### config.mk
export PLATFORM = sky130hd
export DESIGN_NAME = servo_pwm_monitor
export DESIGN_NICKNAME = d
export VERILOG_FILES = /design/src/rtl/servo_pwm_monitor_pkg.sv /design/src/rtl/sync_edge.sv /design/src/rtl/servo_pwm_monitor.sv
export SDC_FILE = /design/constraint.sdc
export NUM_CORES = 1
export LEC_CHECK = 0
export CAP_MARGIN = 40
export CORE_MARGIN = 10
export CORE_UTILIZATION = 52
export DETAILED_ROUTE_END_ITERATION = 16
export GPL_ROUTABILITY_DRIVEN = 0
export GPL_TIMING_DRIVEN = 0
export HOLD_SLACK_MARGIN = 0.03
export PLACE_DENSITY = 0.75
export SYNTH_ARGS = -nofsm -noshare
export SYNTH_HDL_FRONTEND = slang
export SYNTH_SLANG_ARGS = --single-unit
### constraint.sdc
create_clock -name CLK -period 2.07 [get_ports CLK]
set_input_delay 0.207 -clock CLK [delete_from_list [all_inputs] [get_ports CLK]]
set_output_delay 0.207 -clock CLK [all_outputs]
set_load 0.03 [all_outputs]
### src/rtl/servo_pwm_monitor_pkg.sv
// Shared FSM encodings and counter helpers for the servo PWM monitor.
package servo_pwm_monitor_pkg;

    typedef enum logic [1:0] {
        ST_WAIT = 2'd0,
        ST_HIGH = 2'd1,
        ST_LOW  = 2'd2
    } state_t;

    localparam int CNT_W = 32;

    localparam logic [CNT_W-1:0] CNT_ONE = 32'd1;

    function automatic logic [CNT_W-1:0] sat_inc(
        input logic [CNT_W-1:0] v,
        input logic [CNT_W-1:0] lim
    );
        return (v >= lim) ? lim : v + CNT_ONE;
    endfunction

endpackage

### src/rtl/sync_edge.sv
// Two-flop synchronizer with edge detection on the synchronized level.
module sync_edge (
    input  logic clk,
    input  logic rst,
    input  logic din,
    output logic level,
    output logic rise,
    output logic fall
);

    logic s1;
    logic s2;
    logic s3;

    always_ff @(posedge clk) begin
        if (rst) begin
            s1 <= 1'b0;
            s2 <= 1'b0;
            s3 <= 1'b0;
        end else begin
            s1 <= din;
            s2 <= s1;
            s3 <= s2;
        end
    end

    assign level = s2;
    assign rise  = s2 & ~s3;
    assign fall  = ~s2 & s3;

endmodule

### src/rtl/servo_pwm_monitor.sv
// Measures servo pulse width and frame period; flags range errors and signal loss.
module servo_pwm_monitor
    import servo_pwm_monitor_pkg::*;
#(
    parameter int unsigned MIN_PW     = 100000,
    parameter int unsigned MAX_PW     = 200000,
    parameter int unsigned PERIOD_MAX = 2500000
) (
    input  logic        CLK,
    input  logic        RESET,
    input  logic        SERVO_IN,
    output logic [31:0] PULSE_WIDTH,
    output logic [31:0] PERIOD,
    output logic        VALID,
    output logic        RANGE_ERR,
    output logic        LOS
);

    localparam logic [CNT_W-1:0] MIN_W = CNT_W'(MIN_PW);
    localparam logic [CNT_W-1:0] MAX_W = CNT_W'(MAX_PW);
    localparam logic [CNT_W-1:0] P_MAX = CNT_W'(PERIOD_MAX);

    logic level;
    logic rise;
    logic fall;

    sync_edge u_sync (
        .clk   (CLK),
        .rst   (RESET),
        .din   (SERVO_IN),
        .level (level),
        .rise  (rise),
        .fall  (fall)
    );

    state_t           state_q, state_d;
    logic [CNT_W-1:0] hi_q, hi_d;
    logic [CNT_W-1:0] per_q, per_d;
    logic [CNT_W-1:0] idle_q, idle_d;
    logic [CNT_W-1:0] pw_q, pw_d;
    logic [CNT_W-1:0] prd_q, prd_d;
    logic             valid_q, valid_d;
    logic             rerr_q, rerr_d;
    logic             los_q, los_d;

    always_ff @(posedge CLK) begin
        if (RESET) begin
            state_q <= ST_WAIT;
            hi_q    <= '0;
            per_q   <= '0;
            idle_q  <= '0;
            pw_q    <= '0;
            prd_q   <= '0;
            valid_q <= 1'b0;
            rerr_q  <= 1'b0;
            los_q   <= 1'b0;
        end else begin
            state_q <= state_d;
            hi_q    <= hi_d;
            per_q   <= per_d;
            idle_q  <= idle_d;
            pw_q    <= pw_d;
            prd_q   <= prd_d;
            valid_q <= valid_d;
            rerr_q  <= rerr_d;
            los_q   <= los_d;
        end
    end

    always_comb begin
        state_d = state_q;
        hi_d    = hi_q;
        per_d   = per_q;
        idle_d  = idle_q;
        pw_d    = pw_q;
        prd_d   = prd_q;
        valid_d = 1'b0;
        rerr_d  = rerr_q;
        los_d   = los_q;

        unique case (state_q)
            ST_WAIT: begin
                if (rise) begin
                    state_d = ST_HIGH;
                    hi_d    = CNT_ONE;
                    per_d   = CNT_ONE;
                    idle_d  = '0;
                end else if (idle_q >= P_MAX) begin
                    los_d = 1'b1;
                end else begin
                    idle_d = sat_inc(idle_q, P_MAX);
                end
            end
            ST_HIGH: begin
                if (per_q >= P_MAX) begin
                    state_d = ST_WAIT;
                    los_d   = 1'b1;
                    hi_d    = '0;
                    per_d   = '0;
                end else begin
                    per_d = sat_inc(per_q, P_MAX);
                    if (fall) begin
                        state_d = ST_LOW;
                    end else if (level) begin
                        hi_d = sat_inc(hi_q, P_MAX);
                    end
                end
            end
            ST_LOW: begin
                // A rise closes the frame before any timeout check.
                if (rise) begin
                    pw_d    = hi_q;
                    prd_d   = per_q;
                    rerr_d  = (hi_q < MIN_W) | (hi_q > MAX_W);
                    valid_d = 1'b1;
                    los_d   = 1'b0;
                    hi_d    = CNT_ONE;
                    per_d   = CNT_ONE;
                    state_d = ST_HIGH;
                end else if (per_q >= P_MAX) begin
                    state_d = ST_WAIT;
                    los_d   = 1'b1;
                    hi_d    = '0;
                    per_d   = '0;
                end else begin
                    per_d = sat_inc(per_q, P_MAX);
                end
            end
            default: begin
                state_d = ST_WAIT;
            end
        endcase
    end

    assign PULSE_WIDTH = pw_q;
    assign PERIOD      = prd_q;
    assign VALID       = valid_q;
    assign RANGE_ERR   = rerr_q;
    assign LOS         = los_q;

endmodule

==> metrics.txt <==
HP Class=in -> reg; synthesized cell area=0.00766 mm^2; # DRC=0; synth unique cells=76; skew final=5.33 ps; worst-path fanout max=6; Worst-path clk slew=60 ps; Synth Instances=940; outcome=complete, but fails checks; core box area=0.0145 mm^2; Via density=5.95; grt ovf=0; relative slew slack=0.538; Fillers=between 1000 and 1500; WL final=21600 um; Worst IR Drop VDD=599 uV; Max Fclk=0.468 GHz; Gate power share=0.219; Period minus WS final=approximately 2100 ps; total CTS buffers=17; failing checks=negative setup slack; CP peak stage delay=370 ps; leakage=3.46 nW; register area share after synthesis=0.439; WP data required=2430 ps; Clk pwr share=0.375; global-route wire length before repair=33200 um; slowest CP cell=dfxtp_4; Arr. time, crit path=2500 ps; Critical Path Start=state_q[1]; vias in the first global route=6787; RSZ-0062 raised after global routing=yes; Antenna Nets Post-Route=0; first-pass iteration count of the detailed router=6; final setup violation count=22; Worst Hold Launch=SERVO_IN; Die Ht=141 um; ANT cells=0; flop-to-flop setup slack=-70 ps; sw power=2.40 mW; H-tree level count=4; clock tree buffer depth=2; die area=0.0200 mm^2; dpl ws=-433 ps; DRT iter0 DRCs=676; largest net degree at the start of global routing=17; worst skew pair latency=430 ps; met3 GRT Util=0.0537; antenna violations before repair=0; drt wl/cell=~17 um; layout cells sized above 1=0.213; Slew Limit Fails=0; CTS tree=built; Synth Flop Type=dfxtp_1; Critical R2R Launch=state_q[1]; commonest non-fill, non-tap cell in the layout=nand2_1; # Max-Cap Violations=0; Slew @ Worst Pin=about 690 ps; Period Utilization, post-route=1.03; EDFF count, synth=0; PD cells=821 mW/mm^2; via count=around 7400; flop and latch count out of synthesis=168; CTS root buf=clkbuf_16; most frequent cells in the layout=nand2_1 (188), dfxtp_1 (136), a21oi_1 (93), clkdlybuf4s50_1 (69), nor2_1 (52); Top Usage Layer GRT=met2; Detailed Place HPWL=13200 um; Async SR Flop Fraction=0; Synth warnings=0; Rows=44; Internal=5.88 mW; I/O Pins=70; Critical Path Source Type=register; CP cell instances=inv_6 > ha_4 > nor4b_4 > nand3_1 > a21o_1 > o21a_4 > buf_8 > or3_1 > a21oi_1; met1 Usage GRT=0.246; grt met2 use=0.310; Switching Fraction=0.290; clk sinks=168; final net count=1062; Initial Utilization=0.529; P&R area growth vs syn=31.7%; Final Power=~8.3 mW; Worst Setup Slack, final=-66.3 ps; die width=approximately 140 um; Tot GR Track Use=0.197; WHS=327 ps; CP Class=reg -> reg; syn avg cell area=8.15 um^2; IO Port Bufs=69; CP Capture Type=register; Final Hold Viols=0; Reg power frac=0.406; Syn Nets=954
## per-stage QoR
step	area [um^2]	instances	util	TNS, ps
floorplan	7660	940	-	0
global placement	8580	1193	0.593	-42410
detailed placement	8580	1193	0.593	-40560
CTS	9460	1237	0.653	-783
global route	10100	1244	0.696	-2980
finish	10100	1244	0.696	-773
## flip-flops by register name, summed over array words and instances, names as in the netlist
| signal | flops |
|---|---|
| PULSE_WIDTH | 32 |
| hi_q | 32 |
| RANGE_ERR | 1 |
| u_sync.s1 | 1 |
| LOS | 1 |
| PERIOD | 32 |
| u_sync.level | 1 |
| VALID | 1 |
| u_sync.s3 | 1 |
| state_q | 2 |
| per_q | 32 |
| idle_q | 32 |
## cell usage after synthesis (5+ instances only)
library cell    n  area share
or3_1          13       0.011
nand4_1        21       0.017
inv_1          16      0.0078
o211ai_1        6      0.0059
nand3_1        35       0.023
dfxtp_1       168        0.44
a32oi_1         9       0.010
a21oi_1       103       0.067
ha_1           11       0.018
o21ai_0        24       0.016
a31oi_1         6      0.0049
and2_1         24       0.020
o21ai_1         9      0.0059
and4_1          9       0.010
o31ai_1        17       0.017
nor2b_1        10      0.0082
nand2_1       190       0.093
clkbuf_1       41       0.020
xor2_1         16       0.018
or4_1          10      0.0098
o21a_1          5      0.0049
nor4_1         12      0.0098
and3_1          9      0.0074
nor2_1         55       0.027
buf_2          20       0.013
nor3_1         20       0.013
a21o_1          6      0.0059
## power by group through the flow
| stage | sequential [mW] | combinational [mW] | clock [mW] |
|---|---|---|---|
| detailed placement | 3.42 | 1.08 | 0 |
| global route | 3.37 | 1.90 | 3.27 |
| CTS | 3.35 | 1.41 | 3.14 |
| floorplan | 3.42 | 0.761 | 0 |
| global placement | 3.42 | 1.08 | 0 |
| finish | 3.36 | 1.81 | 3.10 |
## worst paths after layout
check	endpoint	depth (start not counted)
min reg2reg	u_sync.level	1
max	idle_q[6]	9
min	u_sync.s1	2
max reg2reg	idle_q[6]	9
## layout make-up
| class | count | area [um^2] | share of cell area |
|---|---|---|---|
| Inverter | 17 | 73.8 | 0.00732 |
| Multi-Input combinational cell | 691 | 4480 | 0.444 |
| Clock buffer | 23 | 468 | 0.0464 |
| Timing Repair Buffer | 104 | 995 | 0.0986 |
| Tap cell | 184 | 230 | 0.0228 |
| Clock inverter | 8 | 96.3 | 0.00955 |
| Sequential cell | 168 | 3420 | 0.339 |
| Buffer | 49 | 320 | 0.0318 |
## per-layer routing
metal,vias to the layer above,part of all wire
met1,3475,0.43
met5,-,0
met3,70,0.072
met2,315,0.47
li1,3546,-
met4,0,0.027
## logic make-up (layout without fill, tap and decap cells)
kind of cell,after synthesis,after routing,synth area share
simple gates,437,437,0.288
compound gates,222,223,0.186
flops,168,168,0.439
buf+inv,82,201,0.0449
xor+xnor,19,19,0.0217
fa+ha+maj,11,11,0.0180
mux,1,1,0.00131
## worst max-delay path, delay by kind of cell, from the launching register on
kind            cells  cell delay [ps]
buf+inv             2              210
fa+ha+maj           1              170
flops               1              370
simple gates        3              660
compound gates      3              660
## timing repair
action	in CTS	in global routing
gates cloned	2	1
hold buffers	0	0
endpoints found under the setup margin	130	133
hold endpoints to repair	0	0
buffers inserted	16	17
pin swaps	28	54
gates resized for setup	56	162
(Power assumes the default switching activity.)
